## src/rtl/mem_arbiter_pkg.sv

```systemverilog
// mem_arbiter_pkg: state encodings, IO address tag and length codes for mem_arbiter.
// MEM_ARBITER_RR_EN selects round-robin grants on contended requests.
package mem_arbiter_pkg;
    typedef enum logic [2:0] {ST_IDLE, ST_IREAD, ST_DREAD, ST_DWRITE, ST_IOWAIT, ST_DONE} state_t;
    localparam logic [1:0] IO_TAG = 2'b11;
    localparam logic [2:0] LEN_1 = 3'd1;
    localparam logic [2:0] LEN_2 = 3'd2;
    localparam logic [2:0] LEN_4 = 3'd4;
`ifdef MEM_ARBITER_RR_EN
    localparam bit RR_EN = 1'b1;
`else
    localparam bit RR_EN = 1'b0;
`endif
    function automatic logic is_io(input logic [31:0] a);
        return a[17:16] == IO_TAG;
    endfunction
    // Unsupported lengths collapse to a single byte.
    function automatic logic [2:0] norm_len(input logic [2:0] l);
        return (l == LEN_4) ? LEN_4 : (l == LEN_2) ? LEN_2 : LEN_1;
    endfunction
endpackage

```

## src/rtl/mem_arb_pick.sv

```systemverilog
// mem_arb_pick: grant selection; data-first, or alternating ties under MEM_ARBITER_RR_EN.
module mem_arb_pick
    import mem_arbiter_pkg::*;
(
    input  logic ireq_i,
    input  logic dreq_i,
    input  logic ptr_i,
    output logic gnt_i_o,
    output logic gnt_d_o
);
    // ptr_i high means data won last, so instruction takes the next tie.
    assign gnt_d_o = dreq_i && !(ireq_i && RR_EN && ptr_i);
    assign gnt_i_o = ireq_i && !gnt_d_o;
endmodule

```

## src/rtl/mem_arbiter.sv

```systemverilog
// mem_arbiter: single-port byte memory arbiter for instruction and data requests.
// Build with MEM_ARBITER_RR_EN for round-robin tie breaking.
module mem_arbiter
    import mem_arbiter_pkg::*;
(
    input  logic        clk_in,
    input  logic        rst_in,
    input  logic        rdy_in,
    input  logic [7:0]  mem_din,
    output logic [7:0]  mem_dout,
    output logic [31:0] mem_a,
    output logic        mem_wr,
    input  logic        io_buffer_full,
    input  logic        flush,
    input  logic        i_req,
    input  logic [31:0] i_addr,
    output logic [31:0] i_data,
    output logic        i_done,
    input  logic        d_req,
    input  logic        d_wr,
    input  logic [2:0]  d_len,
    input  logic [31:0] d_addr,
    input  logic [31:0] d_wdata,
    output logic [31:0] d_rdata,
    output logic        d_done,
    output logic        busy
);
    state_t      state_q;
    logic [2:0]  cnt_q, len_q, cnt_d;
    logic [31:0] base_q, wdata_q, rbuf_q, mem_a_q, i_data_q, d_rdata_q, cap_d;
    logic [7:0]  mem_dout_q, wbyte_d;
    logic        wr_q, i_done_q, d_done_q, ptr_q, gnt_i, gnt_d;

    mem_arb_pick u_pick (
        .ireq_i (i_req),
        .dreq_i (d_req),
        .ptr_i  (ptr_q),
        .gnt_i_o(gnt_i),
        .gnt_d_o(gnt_d)
    );

    // mem_din belongs to the address issued one cycle earlier, hence lane cnt_q-1.
    always_comb begin
        cnt_d = cnt_q + 3'd1;
        cap_d = rbuf_q;
        cap_d[{cnt_q[1:0] - 2'd1, 3'b000} +: 8] = mem_din;
        wbyte_d = wdata_q[{cnt_d[1:0], 3'b000} +: 8];
    end

    always_ff @(posedge clk_in or negedge rst_in) begin
        if (!rst_in) begin
            state_q    <= ST_IDLE;
            cnt_q      <= '0;
            len_q      <= '0;
            base_q     <= '0;
            wdata_q    <= '0;
            rbuf_q     <= '0;
            mem_a_q    <= '0;
            mem_dout_q <= '0;
            wr_q       <= 1'b0;
            i_data_q   <= '0;
            d_rdata_q  <= '0;
            i_done_q   <= 1'b0;
            d_done_q   <= 1'b0;
            ptr_q      <= 1'b0;
        end else if (rdy_in) begin
            i_done_q <= 1'b0;
            d_done_q <= 1'b0;
            case (state_q)
                ST_IDLE: if (!flush && (gnt_i || gnt_d)) begin
                    ptr_q   <= gnt_d;
                    cnt_q   <= '0;
                    rbuf_q  <= '0;
                    base_q  <= gnt_d ? d_addr : i_addr;
                    len_q   <= gnt_d ? norm_len(d_len) : LEN_4;
                    wdata_q <= d_wdata;
                    if (gnt_d && d_wr && is_io(d_addr) && io_buffer_full) begin
                        state_q <= ST_IOWAIT;
                    end else begin
                        state_q    <= gnt_i ? ST_IREAD : d_wr ? ST_DWRITE : ST_DREAD;
                        mem_a_q    <= gnt_d ? d_addr : i_addr;
                        wr_q       <= gnt_d && d_wr;
                        mem_dout_q <= (gnt_d && d_wr) ? d_wdata[7:0] : 8'h00;
                    end
                end
                ST_IREAD, ST_DREAD: if (flush) begin
                    state_q <= ST_IDLE;
                    mem_a_q <= '0;
                    rbuf_q  <= '0;
                end else if (cnt_q == len_q) begin
                    state_q <= ST_DONE;
                    rbuf_q  <= cap_d;
                    if (state_q == ST_IREAD) begin
                        i_data_q <= cap_d;
                        i_done_q <= 1'b1;
                    end else begin
                        d_rdata_q <= cap_d;
                        d_done_q  <= 1'b1;
                    end
                end else begin
                    if (cnt_q != 3'd0) rbuf_q <= cap_d;
                    cnt_q   <= cnt_d;
                    mem_a_q <= (cnt_d < len_q) ? base_q + 32'(cnt_d) : '0;
                end
                ST_DWRITE: if (cnt_d == len_q) begin
                    state_q    <= ST_DONE;
                    d_done_q   <= 1'b1;
                    wr_q       <= 1'b0;
                    mem_a_q    <= '0;
                    mem_dout_q <= '0;
                end else begin
                    cnt_q      <= cnt_d;
                    mem_a_q    <= base_q + 32'(cnt_d);
                    mem_dout_q <= wbyte_d;
                end
                ST_IOWAIT: if (!io_buffer_full) begin
                    state_q    <= ST_DWRITE;
                    cnt_q      <= '0;
                    mem_a_q    <= base_q;
                    mem_dout_q <= wdata_q[7:0];
                    wr_q       <= 1'b1;
                end
                default: state_q <= ST_IDLE;
            endcase
        end
    end

    assign mem_wr   = wr_q && rdy_in;
    assign mem_a    = mem_a_q;
    assign mem_dout = mem_dout_q;
    assign i_data   = i_data_q;
    assign i_done   = i_done_q;
    assign d_rdata  = d_rdata_q;
    assign d_done   = d_done_q;
    assign busy     = state_q != ST_IDLE;
endmodule

```

## config.mk

```make
export PLATFORM = sky130hd
export DESIGN_NAME = mem_arbiter
export DESIGN_NICKNAME = d
export VERILOG_FILES = /design/src/rtl/mem_arbiter_pkg.sv /design/src/rtl/mem_arb_pick.sv /design/src/rtl/mem_arbiter.sv
export SDC_FILE = /design/constraint.sdc
export NUM_CORES = 1
export LEC_CHECK = 0
export BUFFER_PORTS_ARGS = -buffer_cell sky130_fd_sc_hd__buf_2
export CAP_MARGIN = 20
export CORE_MARGIN = 4
export CORE_UTILIZATION = 30
export DETAILED_ROUTE_END_ITERATION = 6
export GPL_TIMING_DRIVEN = 0
export PLACE_DENSITY = 0.61
export SYNTH_ARGS = -nofsm -noshare
export SYNTH_HDL_FRONTEND = slang
export SYNTH_SLANG_ARGS = --single-unit
```

## constraint.sdc

```tcl
create_clock -name clk_in -period 3.05 [get_ports clk_in]
set_clock_uncertainty 0.2 [all_clocks]
set_input_delay 0.1525 -clock clk_in [delete_from_list [all_inputs] [get_ports clk_in]]
set_output_delay 0.1525 -clock clk_in [all_outputs]
set_load 0.1 [all_outputs]
```

==> results.py, run 1 <==
metrics = {
    "power": {
        "switching_share": 0.522,
        "pwr-share-seq": 0.264,
        "power_leakage_nw": 6.76,
        "power_frac_comb": 0.552,
        "power_switching_mw": 9.30,
        "power_density_nw_per_um2": 1200,
        "ir_drop_mv": 1.08,
        "power.total_mw": 17.8,
        "internal-power_mw": 8.50,
        "clockPowerShare": 0.184,
    },
    "placement": {
        "place_hpwl_mm": 25.6,
        "post-place-ws_ns": -1.06,
        "gp_congestion": 0.894,
        "dp_cells": 1754,
        "portBuffers": 213,
    },
    "floorplanning": {
        "die_w_um": 197,
        "core-area_sq_um": 34800,
        "row_count": 68,
        "die_h_um": 197,
        "dieArea_sq_um": 38600,
        "ioPinCount": 223,
        "start_util": 0.306,
    },
    "worst_setup_path": {
        "timing.rr.start": "cnt_q[0]",
        "crit_buf_inv": 3,
        "worstSetupPathType": "flop to flop",
        "critPathArrivalTime_ns": 3.23,
        "critPathSlowestCell": "fa_2",
        "crit_fanout": 8,
        "critical_path.top_delay_family": "simple AND/OR/NAND/NOR gates",
        "crit_chain": "buf_12, clkinvlp_4, ha_4, inv_1, fa_2, nor2b_4, o21ai_2, nor2_4, nand4_1, or3_1, a31oi_1",
        "critPathLaunch": "cnt_q[0]",
        "cp-start-kind": "flop",
        "critPathRequiredTime_ns": 3.30,
        "cpPeakStageDelay_ns": 0.42,
        "endpoint_kind": "flop",
    },
    "finish": {
        "nets": 1586,
        "multi_input_area_sq_um": 5160,
        "fin_cells": 1935,
        "drive_gt1_frac": 0.263,
        "register_area_sq_um": 5310,
        "fill_cells": 3367,
        "area_growth_pct": 38.8,
    },
    "flow_run": {
        "maxCapViolCount": 0,
    },
    "synth": {
        "synth_seq_area_share": 0.497,
        "synth_area_leaders": "dfrtp_1 50%, o21ai_0 5.3%, a21oi_1 4.8%, nand2_1 4.6%, mux2_2 3.8%",
        "yosysWarningCount": 0,
        "syn_area_sq_um": 10700,
        "yosysTopAreaCell": "dfrtp_1",
        "syn_nets": 1212,
        "ys_types": 64,
        "synth_common_cells": "212 x dfrtp_1, 131 x nand2_1, 113 x o21ai_0",
        "synth_edf_count": 0,
        "syn_area_per_cell_sq_um": 9.84,
        "yosys.area.top_type_share": 0.497,
        "ys_async_sr_fraction": 1.00,
        "ys_seq_elements": 212,
        "ys_dominant_reg_cell": "dfrtp_1",
        "synth.most_common_cell": "dfrtp_1",
        "synth_cells": 1084,
    },
    "sta": {
        "period_minus_slack_ns": 2.98,
        "slew_violations": 0,
        "rsz0062_at_grt": "true",
        "worstMarginPinSlew_ns": 0.919,
        "hold_violations": 0,
        "setup_ws_ns": 0.0699,
        "fin_setup_tns_ns": 0,
        "maxSlewHeadroom": 0.387,
        "fin_crit_sh": 0.977,
        "whs_ns": 0.0132,
        "setup_viol": 0,
        "clock.fmax_mhz": 336,
    },
    "detailed_routing": {
        "firstDrtPassIters": 5,
        "viasPerCell": 5.19,
        "vias": 10000,
        "wire_per_inst_um": 19.2,
        "drc_errors": 0,
        "ant_nets": 0,
        "wl_mm": 37.2,
        "drtIter0Drc": 699,
    },
    "global_routing": {
        "antenna_found_initial": 1,
        "grt_pass1_vias": 10300,
        "grt_max_degree": 116,
        "grt_overflow_total": 0,
        "grt_usage": 0.188,
        "grt_pass1_wl_mm": 58.6,
    },
    "clock_tree": {
        "cts.sinks": 212,
        "htree_levels": 1,
        "cts_root_buf": "clkbuf_16",
        "tritoncts": "done",
        "cts_buffers": 26,
        "insertion_delay_ns": 0.53,
        "path_clk_slew_ns": 0.06,
        "cts_max_path_buffers": 3,
    },
    "min_path": {
        "hold_start": "d_addr[14]",
        "hp-class": "primary input to flop",
    },
    "outcome": {
        "status": "completed",
    },
}
-- layout make-up --
class / instances / share of cell area
Sequential cell: 212 / 0.358
Multi-Input combinational cell: 782 / 0.348
Timing Repair Buffer: 346 / 0.164
Clock buffer: 33 / 0.0499
Tap cell: 455 / 0.0384
Buffer: 73 / 0.0238
Clock inverter: 15 / 0.0123
Inverter: 17 / 0.00456
Antenna cell: 2 / 0.000338
-- worst reg2reg max path: cells and delay by family, from the launching register on --
kind                     cells  cell delay (ns)
adder cells (fa/ha/maj)      2             0.75
buffers and inverters        3             0.34
flip-flops                   1             0.40
AO/OA/AOI/OAI                2             0.30
AND/OR/NAND/NOR              4             0.90
-- logic make-up (layout without fill, tap and decap cells) --
family,after synthesis,after routing,share of synthesized area
mux,78,78,0.0868
fa+ha+maj,13,13,0.0160
buf+inv,90,484,0.0344
other cells,0,2,0
flops,212,212,0.497
simple gates,321,321,0.146
compound gates,348,348,0.202
xor+xnor,22,22,0.0181
-- state kept, by name, indices dropped and copies added (netlist names), 3 cells and up --
register	count
base_q	32
d_rdata	32
i_data	32
mem_a	32
rbuf_q	32
wdata_q	32
mem_dout	8
cnt_q	3
len_q	3
state_q	3
-- layout by cell type (no fill, tap or decap), types with 12 or more instances in the layout --
cell type,netlist,routed
buf_1,21,18
a31oi_1,15,15
clkbuf_1,39,29
a21oi_1,103,102
nand3_1,14,13
clkbuf_2,0,12
dfrtp_1,212,211
dlygate4sd3_1,0,117
buf_2,11,221
inv_1,16,15
nor2_1,74,72
clkbuf_16,0,27
o21ai_0,113,108
nand2_1,131,131
a22o_1,36,36
buf_4,0,12
nor2b_1,35,34
mux2i_1,34,34
o21ai_1,11,15
mux2_2,36,35
-- repair_timing --
item	4_1_cts	5_1_grt
endpoints found under the setup margin	115	72
pin swaps	4	5
buffers inserted	8	5
gates resized for setup	26	44
hold endpoints to repair	236	0
hold buffers	117	0
-- metal layers --
layer | track usage | up-vias | share of wire
li1 | - | 4660 | -
met1 | 0.259 | 4917 | 0.44
met2 | 0.301 | 392 | 0.46
met3 | 0.0299 | 80 | 0.063
met4 | 0.0652 | 0 | 0.035
met5 | 0 | - | 0
-- through the flow --
step | util | area, sq um
2_1_floorplan | - | 10700
3_3_place_gp | 0.354 | 12300
3_5_place_dp | 0.355 | 12400
4_1_cts | 0.420 | 14600
5_1_grt | 0.425 | 14800
6_report | 0.426 | 14800
-- power by group through the flow --
stage / Clock (mW) / Combinational, mW / Sequential (mW)
finish: 3.27 / 9.83 / 4.69
global route: 3.47 / 10.5 / 4.82
CTS: 3.35 / 9.54 / 4.67
detailed placement: 0 / 9.22 / 4.71
global placement: 0 / 9.10 / 4.67
floorplan: 0 / 3.50 / 8.22
-- path summary, 6_finish.rpt --
| path | to | slack (ns) | cells past startpoint |
|---|---|---|---|
| worst max-delay path | mem_a[20] | 0.07 | 11 |
| worst min-delay path | mem_a[14] | 0.01 | 5 |
| worst max register to register | mem_a[20] | 0.07 | 11 |
| worst min register to register | i_data[7] | 0.27 | 2 |
| max in group asynchronous | d_rdata[29] | 1.50 | 3 |
| min in group asynchronous | mem_a[18] | 0.04 | 2 |
Note: power is estimated with default switching activity, not from simulation.
==> inputs of run 2 (changes only) <==
- CORE_UTILIZATION: 30 -> 35
- PLACE_DENSITY: 0.61 -> 0.67
==> run 2 against run 1 <==
  * Sequential power is essentially flat
  * First-iteration DRC count grew 20%
  * Setup slack better by 0.012 ns
  * Die area is 14% lower
  * Global-route usage rose by 2.4 points
  * Count of clock-buffer cells in the layout is 3 lower
  * Combinational power hardly changed
  * Non-clock buffer count grew 1
  * Fmax rose by 0.42%
==> results.py, run 2 (synthesized netlist as in run 1, its figures left out) <==
metrics = {
    "floorplanning": {
        "ioPinCount": 223,
        "dieArea_sq_um": 33300,
        "start_util": 0.357,
        "row_count": 63,
        "die_w_um": 183,
        "core-area_sq_um": 29900,
        "die_h_um": 183,
    },
    "clock_tree": {
        "cts_root_buf": "clkbuf_16",
        "tritoncts": "done",
        "path_clk_slew_ns": 0.06,
        "cts_max_path_buffers": 3,
        "insertion_delay_ns": 0.53,
        "cts_buffers": 25,
        "cts.sinks": 212,
        "htree_levels": 1,
    },
    "flow_run": {
        "maxCapViolCount": 0,
    },
    "detailed_routing": {
        "ant_nets": 0,
        "drtIter0Drc": 837,
        "firstDrtPassIters": 5,
        "drc_errors": 0,
        "viasPerCell": 5.51,
        "vias": 10300,
        "wire_per_inst_um": 19.4,
        "wl_mm": 36.3,
    },
    "power": {
        "ir_drop_mv": 0.871,
        "power_leakage_nw": 6.72,
        "power_density_nw_per_um2": 1200,
    },
    "worst_setup_path": {
        "cpPeakStageDelay_ns": 0.44,
        "critPathArrivalTime_ns": 3.15,
        "critPathSlowestCell": "dfrtp_2",
        "crit_fanout": 10,
        "timing.rr.start": "cnt_q[0]",
        "critical_path.top_delay_family": "adder cells",
        "reg2reg_slack_ns": 0.08,
        "critPathRequiredTime_ns": 3.23,
        "crit_chain": "ha_1, clkbuf_8, xor2_4, ha_4, nand3_2, a21boi_4, buf_4, nand4_1, mux2_2, o2111ai_2, o21ai_1",
        "worstSetupPathType": "flop to flop",
        "crit_buf_inv": 2,
        "cp-start-kind": "flop",
        "critPathLaunch": "cnt_q[0]",
        "endpoint_kind": "flop",
    },
    "sta": {
        "maxSlewHeadroom": 0.376,
        "clock.fmax_mhz": 337,
        "period_minus_slack_ns": 2.97,
        "hold_violations": 0,
        "fin_crit_sh": 0.973,
        "worstMarginPinSlew_ns": 0.929,
        "slew_violations": 0,
        "fin_setup_tns_ns": 0,
        "rsz0062_at_grt": "true",
        "setup_viol": 0,
    },
    "outcome": {
        "status": "completed",
    },
    "finish": {
        "nets": 1586,
        "drive_gt1_frac": 0.260,
        "final_common_cell": "buf_2",
        "area_growth_pct": 37.0,
        "fin_cells": 1865,
        "layout_common_cells": "221 x buf_2, 211 x dfrtp_1, 131 x nand2_1",
        "diodes": 0,
    },
    "global_routing": {
        "antenna_found_initial": 0,
        "grt_pass1_vias": 10300,
        "grt_max_degree": 118,
        "grt_pass1_wl_mm": 57.4,
        "grt_overflow_total": 0,
        "grt_usage": 0.211,
    },
    "placement": {
        "dp_cells": 1689,
        "portBuffers": 213,
        "gp_congestion": 0.893,
        "place_hpwl_mm": 24.4,
    },
    "min_path": {
        "hp-class": "primary input to flop",
        "hold_start": "mem_din[2]",
    },
}
-- run 2: cell type report --
type / instances / area (sq um)
plain buffers: 73 / 345
clock buffers: 30 / 664
clock inverters: 14 / 155
fillers: 2729 / 15300
inverters: 17 / 67.6
multi-input cells: 782 / 5180
flip-flops and latches: 212 / 5310
well taps: 390 / 488
repair buffers: 347 / 2410
-- run 2: final timing paths --
path,depth (start not counted),endpoint
max,11,mem_a[29]
min,2,rbuf_q[2]
max reg2reg,11,mem_a[29]
min reg2reg,2,i_data[28]
max in group asynchronous,3,d_rdata[14]
min in group asynchronous,2,mem_a[18]
-- run 2: power breakdown --
| part | leakage (nW) | switching (mW) | total, mW | internal, mW |
|---|---|---|---|---|
| clock network | 0.408 | 1.22 | 3.03 | 1.80 |
| logic | 3.59 | 7.24 | 9.81 | 2.57 |
| registers | 2.72 | 0.841 | 4.70 | 3.86 |
| total | 6.72 | 9.30 | 17.5 | 8.24 |
-- run 2: metrics by stage --
step	hold WS [ns]	area [sq um]	power (mW)	setup WS (ns)	utilization
after floorplan	-0.343	10700	11.7	0.00174	-
after global placement	0.185	12200	13.7	-2.12	0.409
after detailed placement	0.0412	12300	13.9	-1.05	0.411
after CTS	0.00813	14400	17.2	-0.0175	0.483
after global routing	0.0327	14600	18.4	-0.0262	0.489
final	0.0248	14600	17.5	0.0823	0.489
-- run 2: layer usage --
layer,routed length [um],global-route usage,up-vias
met4,1220,0.0718,0
met5,0,0,-
met1,15600,0.290,5060
met2,17000,0.347,477
li1,-,-,4662
met3,2430,0.0257,85
-- run 2: worst register-to-register path, cell delays in order (launching register included) --
cell,delay [ns]
dfrtp_2,0.44
ha_1,0.23
clkbuf_8,0.18
xor2_4,0.20
ha_4,0.32
nand3_2,0.11
a21boi_4,0.22
buf_4,0.15
nand4_1,0.15
mux2_2,0.33
o2111ai_2,0.18
o21ai_1,0.11
-- run 2: repair_timing --
item | 4_1_cts | 5_1_grt
hold endpoints to repair | 222 | 0
pin swaps | 3 | 5
setup buffers | 7 | 7
hold buffers | 117 | 0
endpoints found under the setup margin | 84 | 57
gates resized for setup | 25 | 40
==> inputs of run 3 (changes only) <==
- CORE_UTILIZATION: 35 -> 50
- PLACE_DENSITY: 0.67 -> 0.87
- SYNTH_HIERARCHICAL: default -> 1
==> run 3 against run 2 <==
  * Largest cell class unchanged
  * Non-clock buffer count shrank 1
  * Critical endpoint is now mem_a[30]
  * Wire length up 2.3%
  * Combinational power hardly changed
  * Highest routed layer is now met5
  * Final cell count down 6.2%
==> results.py, run 3 <==
metrics = {
    "synth": {
        "yosysWarningCount": 6,
        "syn_nets": 1223,
        "syn_area_sq_um": 10700,
        "synth_cells": 1096,
        "syn_area_per_cell_sq_um": 9.80,
    },
    "power": {
        "clockPowerShare": 0.169,
        "internal-power_mw": 8.30,
        "power_density_nw_per_um2": 1220,
        "power.total_mw": 17.6,
        "power_switching_mw": 9.33,
        "switching_share": 0.529,
        "power_frac_comb": 0.567,
        "ir_drop_mv": 0.861,
        "pwr-share-seq": 0.264,
        "power_leakage_nw": 6.71,
    },
    "global_routing": {
        "grt_max_degree": 115,
        "antenna_found_initial": 1,
        "grt_usage": 0.298,
        "grt_pass1_wl_mm": 58.1,
        "grt_pass1_vias": 11100,
        "grt_overflow_total": 0,
    },
    "detailed_routing": {
        "wire_per_inst_um": 21.2,
        "viasPerCell": 6.17,
        "firstDrtPassIters": 7,
        "wl_mm": 37.1,
        "drc_errors": 0,
        "ant_nets": 0,
        "met3_length_mm": 3.66,
        "top_layer": "met5",
        "m1WireLength_mm": 13.6,
        "drtIter0Drc": 1084,
        "wl_met2_mm": 17.7,
        "vias": 10800,
    },
    "outcome": {
        "status": "completed",
    },
    "worst_setup_path": {
        "cpPeakStageDelay_ns": 0.39,
        "critPathSlowestCell": "dfrtp_2",
        "timing.rr.start": "cnt_q[0]",
        "endpoint": "mem_a[30]",
        "worstSetupPathType": "flop to flop",
        "critPathArrivalTime_ns": 3.21,
        "critPathRequiredTime_ns": 3.26,
        "ff2ff_path_depth": 11,
        "endpoint_kind": "flop",
        "crit_chain": "buf_4, buf_12, inv_8, ha_4, fa_2, a21o_4, and4_4, nand3_2, nor2_2, a211oi_1, o41ai_2",
        "cp-start-kind": "flop",
        "critPathLaunch": "cnt_q[0]",
        "reg2reg_slack_ns": 0.05,
        "reg2reg_to": "mem_a[30]",
        "crit_fanout": 14,
    },
    "sta": {
        "fin_setup_tns_ns": 0,
        "rsz0062_at_grt": "true",
        "fin_crit_sh": 0.984,
        "period_minus_slack_ns": 3.00,
        "setup_viol": 0,
        "slew_violations": 0,
        "clock.fmax_mhz": 333,
        "maxSlewHeadroom": 0.414,
        "worstMarginPinSlew_ns": 0.879,
        "hold_violations": 0,
    },
    "finish": {
        "final_common_cell": "buf_2",
        "fin_cells": 1750,
        "layout_common_cells": "226 x buf_2, 211 x dfrtp_1, 134 x nand2_1",
        "nets": 1585,
        "design_area_sq_um": 14500,
        "diodes": 0,
        "drive_gt1_frac": 0.262,
        "area_growth_pct": 34.8,
    },
    "floorplanning": {
        "ioPinCount": 223,
        "start_util": 0.509,
        "row_count": 53,
        "dieArea_sq_um": 23900,
        "core-area_sq_um": 21100,
        "die_h_um": 155,
        "die_w_um": 155,
    },
    "flow_run": {
        "maxCapViolCount": 0,
    },
    "placement": {
        "dp_cells": 1585,
        "gp_congestion": 0.951,
        "place_hpwl_mm": 23.1,
        "portBuffers": 213,
        "placedInstanceArea_sq_um": 12200,
    },
    "clock_tree": {
        "cts_buffers": 23,
        "cts.sinks": 212,
        "htree_levels": 1,
        "insertion_delay_ns": 0.53,
        "path_clk_slew_ns": 0.06,
        "cts_max_path_buffers": 3,
        "cts_root_buf": "clkbuf_16",
        "tritoncts": "done",
    },
    "min_path": {
        "hp-class": "primary input to flop",
    },
}
run 3: final cells by class:
class | instances | area [sq um]
tap | 275 | 344
timing repair buffer | 340 | 2340
inverter | 15 | 63.8
sequential | 212 | 5310
clock inverter | 9 | 141
buffer | 79 | 397
multi-input combinational | 787 | 5230
fill | 1503 | 6600
clock buffer | 33 | 663
run 3: worst min path at each step:
stage,from,slack (ns),endpoint,cells past startpoint
floorplan,rst_in,-0.34,base_q[0],0
global placement,d_wdata[16],0.18,wdata_q[16],2
detailed placement,rst_in,0.1,i_data[30],1
CTS,d_addr[16],0.002,state_q[1],6
global route,i_addr[30],0.05,mem_a[30],4
finish,d_len[1],0.005,len_q[0],4
run 3: critical path, delay by kind of cell, from the launching register on:
family | cells | cell delay [ns]
AOI/OAI and AO/OA | 3 | 0.69
buffers and inverters | 3 | 0.34
DFF | 1 | 0.39
adders and majority gates | 2 | 0.57
and+or+nand+nor | 3 | 0.70
run 3: layer usage:
| layer | vias up | global-route usage |
|---|---|---|
| met1 | 5126 | 0.374 |
| met3 | 211 | 0.0632 |
| met2 | 781 | 0.492 |
| li1 | 4671 | - |
| met4 | 2 | 0.148 |
| met5 | - | 0 |
run 3: through the flow:
stage | utilization | hold WS, ns | setup WS, ns
5_1_grt | 0.687 | 0.0500 | -0.0622
4_1_cts | 0.680 | 0.00172 | 0.00127
3_3_place_gp | 0.578 | 0.184 | -1.91
6_report | 0.687 | 0.00538 | 0.0483
2_1_floorplan | - | -0.343 | 0.0353
3_5_place_dp | 0.580 | 0.0983 | -0.652
run 3: repair_timing:
action / CTS / global route
pin swaps: 2 / 6
endpoints found under the hold margin: 251 / 0
hold buffers: 116 / 0
setup endpoints to repair: 62 / 77
resized for setup: 27 / 27
setup buffers: 4 / 6
run 3: power groups by stage:
stage	Combinational [mW]	Sequential [mW]	Clock (mW)
after floorplan	3.77	7.93	0
after global placement	8.95	4.54	0
after detailed placement	9.15	4.60	0
after CTS	9.54	4.57	2.98
after global routing	10.5	4.74	3.10
final	10.0	4.65	2.98
